==> config.mk <==
export PLATFORM = sky130hd
export DESIGN_NAME = alu_wide_sequencer
export DESIGN_NICKNAME = d
export VERILOG_FILES = /design/src/rtl/alu_wide_sequencer.sv
export SDC_FILE = /design/constraint.sdc
export NUM_CORES = 1
export LEC_CHECK = 0
export ABC_AREA = 1
export CAP_MARGIN = 20
export CELL_PAD_IN_SITES_DETAIL_PLACEMENT = 0
export CELL_PAD_IN_SITES_GLOBAL_PLACEMENT = 1
export CORE_AREA = 2 2 127 129
export CTS_CLUSTER_DIAMETER = 150
export DETAILED_ROUTE_END_ITERATION = 12
export DIE_AREA = 0 0 129 131
export HOLD_SLACK_MARGIN = 0.1
export PLACE_DENSITY_LB_ADDON = 0.1
export SLEW_MARGIN = 20
export SYNTH_ARGS = -nofsm -noshare
export SYNTH_HDL_FRONTEND = slang
export SYNTH_SLANG_ARGS = --single-unit
==> constraint.sdc <==
create_clock -name clk -period 4 [get_ports clk]
set_input_delay 0.8 -clock clk [delete_from_list [all_inputs] [get_ports clk]]
set_output_delay 0.8 -clock clk [all_outputs]
set_load 0.1 [all_outputs]
==> src/rtl/alu_wide_sequencer.sv <==
// Sequences one WORDS*WIDTH-bit command through a WIDTH-bit ALU, one limb per cycle, LSB limb first.
// Optional feature: define ALU_WIDE_SEQ_PARITY_EN to drive rsp_parity from the registered result.
module alu_wide_sequencer #(
   parameter int WIDTH = 8,
   parameter int WORDS = 4
) (
   input  logic                     clk,
   input  logic                     rst,
   input  logic                     cmd_valid,
   output logic                     cmd_ready,
   input  logic [3:0]               cmd_op,
   input  logic [WORDS*WIDTH-1:0]   cmd_a,
   input  logic [WORDS*WIDTH-1:0]   cmd_b,
   input  logic                     cmd_cin,
   output logic                     rsp_valid,
   input  logic                     rsp_ready,
   output logic [WORDS*WIDTH-1:0]   rsp_result,
   output logic                     rsp_carry,
   output logic                     rsp_zero,
   output logic                     rsp_negative,
   output logic                     rsp_overflow,
   output logic                     rsp_parity,
   output logic                     rsp_err,
   output logic [WIDTH-1:0]         alu_in_A,
   output logic [WIDTH-1:0]         alu_in_B,
   output logic                     alu_c_in,
   output logic [3:0]               alu_op,
   input  logic [WIDTH-1:0]         alu_out,
   input  logic                     alu_c_out,
   input  logic                     alu_f_zero,
   input  logic                     alu_f_negative,
   input  logic                     alu_f_overflow
);

   localparam int FULL  = WORDS * WIDTH;
   localparam int IDX_W = (WORDS > 1) ? $clog2(WORDS) : 1;
   localparam logic [IDX_W-1:0] LAST_IDX = IDX_W'(WORDS - 1);

   localparam logic [3:0] OP_PASS    = 4'h0;
   localparam logic [3:0] OP_ADD     = 4'h1;
   localparam logic [3:0] OP_ADD_CIN = 4'h2;
   localparam logic [3:0] OP_SUB     = 4'h3;
   localparam logic [3:0] OP_SUB_CIN = 4'h4;
   localparam logic [3:0] OP_INC     = 4'h6;
   localparam logic [3:0] OP_AND     = 4'h8;
   localparam logic [3:0] OP_OR      = 4'h9;
   localparam logic [3:0] OP_XOR     = 4'hA;
   localparam logic [3:0] OP_NOT     = 4'hB;

   localparam logic [1:0] S_IDLE = 2'd0;
   localparam logic [1:0] S_RUN  = 2'd1;
   localparam logic [1:0] S_RESP = 2'd2;
   localparam logic [1:0] S_ERR  = 2'd3;

   function automatic logic is_supported(input logic [3:0] op);
      case (op)
         OP_PASS, OP_ADD, OP_ADD_CIN, OP_SUB, OP_SUB_CIN,
         OP_INC, OP_AND, OP_OR, OP_XOR, OP_NOT: is_supported = 1'b1;
         default:                               is_supported = 1'b0;
      endcase
   endfunction

   function automatic logic is_arith(input logic [3:0] op);
      case (op)
         OP_ADD, OP_ADD_CIN, OP_SUB, OP_SUB_CIN, OP_INC: is_arith = 1'b1;
         default:                                       is_arith = 1'b0;
      endcase
   endfunction

   logic [1:0]       state;
   logic [IDX_W-1:0] idx;
   logic [3:0]       op_q;
   logic [FULL-1:0]  a_q;
   logic [FULL-1:0]  b_q;
   logic [FULL-1:0]  res_q;
   logic             cin_q;
   logic             chain_c;
   logic             zero_acc;
   logic             carry_q;
   logic             neg_q;
   logic             ovf_q;
   logic             first_limb;
   logic             in_resp;

   assign first_limb = (idx == '0);
   assign in_resp    = (state == S_RESP);

   // NOTE: sequential state uses non-blocking assignments so every register samples pre-edge values.
   always_ff @(posedge clk or posedge rst) begin
      if (rst) begin
         state    <= S_IDLE;
         idx      <= '0;
         op_q     <= OP_PASS;
         a_q      <= '0;
         b_q      <= '0;
         res_q    <= '0;
         cin_q    <= 1'b0;
         chain_c  <= 1'b0;
         zero_acc <= 1'b0;
         carry_q  <= 1'b0;
         neg_q    <= 1'b0;
         ovf_q    <= 1'b0;
      end else begin
         case (state)
            S_IDLE: begin
               if (cmd_valid) begin
                  op_q     <= cmd_op;
                  a_q      <= cmd_a;
                  b_q      <= cmd_b;
                  cin_q    <= cmd_cin;
                  idx      <= '0;
                  chain_c  <= 1'b0;
                  zero_acc <= 1'b1;
                  state    <= is_supported(cmd_op) ? S_RUN : S_ERR;
               end
            end
            S_RUN: begin
               res_q[idx*WIDTH +: WIDTH] <= alu_out;
               zero_acc <= zero_acc & alu_f_zero;
               chain_c  <= alu_c_out;
               if (idx == LAST_IDX) begin
                  // Carry and overflow are meaningless for bitwise ops, so mask them there.
                  carry_q <= is_arith(op_q) & alu_c_out;
                  neg_q   <= alu_f_negative;
                  ovf_q   <= is_arith(op_q) & alu_f_overflow;
                  idx     <= '0;
                  state   <= S_RESP;
               end else begin
                  idx <= idx + 1'b1;
               end
            end
            S_RESP, S_ERR: begin
               if (rsp_ready) state <= S_IDLE;
            end
            default: state <= S_IDLE;
         endcase
      end
   end

   // NOTE: every output of this block gets a default first, so no path can infer a latch.
   always_comb begin
      alu_op   = OP_PASS;
      alu_in_A = '0;
      alu_in_B = '0;
      alu_c_in = 1'b0;
      if (state == S_RUN) begin
         alu_in_A = a_q[idx*WIDTH +: WIDTH];
         alu_in_B = b_q[idx*WIDTH +: WIDTH];
         case (op_q)
            OP_ADD: begin
               alu_op   = first_limb ? OP_ADD : OP_ADD_CIN;
               alu_c_in = first_limb ? 1'b0 : chain_c;
            end
            OP_ADD_CIN: begin
               alu_op   = OP_ADD_CIN;
               alu_c_in = first_limb ? cin_q : chain_c;
            end
            OP_SUB: begin
               alu_op   = first_limb ? OP_SUB : OP_SUB_CIN;
               alu_c_in = first_limb ? 1'b0 : chain_c;
            end
            OP_SUB_CIN: begin
               alu_op   = OP_SUB_CIN;
               alu_c_in = first_limb ? cin_q : chain_c;
            end
            OP_INC: begin
               // Upper limbs only propagate the increment's carry.
               alu_op   = first_limb ? OP_INC : OP_ADD_CIN;
               alu_in_B = '0;
               alu_c_in = first_limb ? 1'b0 : chain_c;
            end
            default: alu_op = op_q;
         endcase
      end
   end

   assign cmd_ready    = (state == S_IDLE);
   assign rsp_valid    = (state == S_RESP) || (state == S_ERR);
   assign rsp_err      = (state == S_ERR);
   assign rsp_result   = in_resp ? res_q : '0;
   assign rsp_carry    = in_resp & carry_q;
   assign rsp_zero     = in_resp & zero_acc;
   assign rsp_negative = in_resp & neg_q;
   assign rsp_overflow = in_resp & ovf_q;

`ifdef ALU_WIDE_SEQ_PARITY_EN
   assign rsp_parity = in_resp & (^res_q);
`else
   assign rsp_parity = 1'b0;
`endif

endmodule

==> qor.txt <==
post-layout min period = 3.110 ns
worst hold margin = 0.4684 ns
Total Routed Length = 14920 um
vias in the first global route = 4762
Remaining Overflow, GRT = 0
Reg area = 2754 um2
Switching Fraction = 0.5294
PortBufs = 144
post-CTS setup buffers = 0
via/cell ratio = 4.738
top cells by area, synth = dfrtp_1 52%, nand2_1 9.6%, nand3_1 7.4%
Setup TNS = 0 ns
Initial Utilization = 0.3425
WL per Instance = 14.55 um
crit-path max FO = 26
depth of the worst hold-timing path = 2
Yosys cell types = 27
crit end category = primary output
clock transition at the registers of the reported paths = 0.07 ns
CTS Buf Count = 9
part of the power in registers = 0.286
maxcap violations = 0
Antenna Nets Post-Route = 0
status = complete, no violations
Post-Place Cells = 1010
Syn Inst Count = 682
Worst R2R Start = state[1]
part of the total power dissipated in combinational logic = 0.573
Synth area leader = dfrtp_1
Post-CTS Resized = 0
Net Sw Power = 3.420 mW
peak per-stage delay on the critical path = 0.36 ns
Worst Skew = 0.009280 ns
clock tree from TritonCTS = done
WP data arrival = 2.31 ns
Rows = 46
share of layout cells above drive strength 1 = 0.1222
fin. max-slew vios = 0
diodes inserted = 0
Pleak = 3.478 nW
Die Ht = 131 um
number of cells on the worst reg-to-reg path = 5
Slew Limit Headroom = 0.3539
HP Start = b_q[13]
VDD IR-drop max = 0.3606 mV
most frequent cell after synthesis = nand2_1
reg2reg end = idx[0]
via count = 4861
# setup viols final = 0
Layout area overhead = 35.53%
worst skew pair latency = 0.35 ns
final period utilization = 0.7775
syn_area_per_cell = 7.834 um2
largest net degree at the start of global routing = 59
syn_nets = 772
Clock Power Share = 0.142
gr usage total = 0.1831
Hold Crit Class = register to register
asr flop ratio synth = 1.000
Die ar. = 16900 um2
# fillers = 1597
crit-path cells = buf_4, inv_1, ha_1, clkinv_1, buf_4, a21oi_1, nand2_1, a21oi_1, buf_12
register area share after synthesis = 0.5152
router iterations before antenna repair = 5
internal power = 3.039 mW
post-synthesis register bit count = 110
Core ar. = 15600 um2
pwr/cell area = 892.0 nW/um2
Critical Path Start Type = register
reg2reg setup slack = 1.83 ns
Synth top area share = 0.5152
root buffer cell = clkbuf_16
cts-stage hold buffer count = 0
Multi-input gate area = 2126 um2
Peak Freq = 0.3215 GHz
Worst Path Required = 3.20 ns
kind of critical path = register to primary output
Hold EP = b_q[13]
final hold vios = 0
Warnings, synthesis = 0
fin nets = 895
initial antenna violation count = 0
slowest cell on the critical path = dfrtp_1
hpwl dp = 10360 um
routability cong. = 0.8807
Longest Clk Path Bufs = 2
initial DRC count = 284
Non-Filler Instances = 1026
Num Clock Sinks = 110
list of most frequent post-synthesis cells = 137 x nand2_1, 110 x dfrtp_1, 99 x nor2_1
Slew @ Worst Pin = 0.9662 ns
most frequently used flop master after synthesis = dfrtp_1
EDFF count, synth = 0
Residual DRC = 0
DIE WIDTH = 129 um
H-tree depth = 3
total power = 6.459 mW
# IOs = 146
first-pass GRT wire length = 24280 um
unrepaired setup endpoints after global routing = false
Syn Std Cell Area = 5343 um2
-- per-stage QoR --
step / setup WS, ns / utilization / instance area, um2
2_1_floorplan: 0.1346 / - / 5343
3_3_place_gp: 1.255 / 0.4450 / 6940
3_5_place_dp: 1.220 / 0.4450 / 6940
4_1_cts: 0.8336 / 0.4641 / 7238
5_1_grt: 0.6837 / 0.4642 / 7241
6_report: 0.8899 / 0.4642 / 7241
-- worst max-delay path: cells and delay by family, from the launching register on --
family / cells / cell delay [ns]
adder cells (fa/ha/maj): 1 / 0.26
flip-flops: 1 / 0.36
AND/OR/NAND/NOR: 1 / 0.07
buffers and inverters: 5 / 0.86
AO/OA/AOI/OAI: 2 / 0.42
-- area by class of cell --
cell class	count	share of cell area
clock buffers	9	0.03110
repair buffers	154	0.2094
inverters	73	0.03819
clock inverters	7	0.01002
multi-input cells	457	0.2936
well taps	216	0.03733
flip-flops and latches	110	0.3803
-- cells in the final DEF, fill, tap and decap left out, types with 2 or more instances in the layout --
cell	Yosys	layout
dfrtp_1	110	109
clkinv_2	0	3
inv_2	2	2
o21ai_1	2	2
inv_1	70	69
o211ai_1	8	8
ha_1	5	5
nor2_4	3	3
clkbuf_16	0	9
nand2_2	1	2
buf_12	0	12
nand2_1	137	136
o22ai_1	17	17
nand4_1	8	8
o21ai_0	50	50
nor2_1	99	99
buf_4	2	56
nand3_1	79	79
a21oi_1	41	41
clkdlybuf4s50_1	0	85
-- layer usage --
metal  global-route usage  share of wire
met1               0.2553           0.47
met2               0.2966           0.48
met3              0.03339          0.042
met4              0.04668         0.0058
met5                    0              0
-- registers in the layout, summed over array words and instances (netlist names), 2 cells and up --
name   cells
a_q       32
b_q       32
res_q     32
op_q       4
idx        2
state      2
-- power groups by stage --
| stage | clock [mW] | sequential, mW | combinational (mW) |
|---|---|---|---|
| 2_1_floorplan | 0 | 1.81 | 2.84 |
| 3_5_place_dp | 0 | 1.87 | 3.73 |
| 5_1_grt | 0.983 | 1.90 | 4.02 |
| 3_3_place_gp | 0 | 1.85 | 3.69 |
| 4_1_cts | 0.942 | 1.85 | 3.73 |
| 6_report | 0.915 | 1.84 | 3.70 |
-- worst max path at each step --
stage | start | end | slack (ns) | cells past startpoint
after floorplan | idx[1] | alu_c_in | 0.13 | 7
after global placement | state[1] | rsp_result[0] | 1.26 | 3
after detailed placement | state[1] | rsp_result[0] | 1.22 | 3
after CTS | state[1] | rsp_result[0] | 0.83 | 3
after global routing | idx[1] | alu_c_in | 0.68 | 9
final | idx[1] | alu_c_in | 0.89 | 9
-- logic make-up after synthesis --
kind of cell               count (synthesis)  share of synthesized area
AOI/OAI and AO/OA                        120                     0.1211
adders and majority gates                  5                    0.01171
buffers and inverters                    115                    0.08735
DFF                                      110                     0.5152
other                                      1                  0.0007019
and+or+nand+nor                          331                     0.2639
No activity file was read; power rests on OpenSTA's default activity.
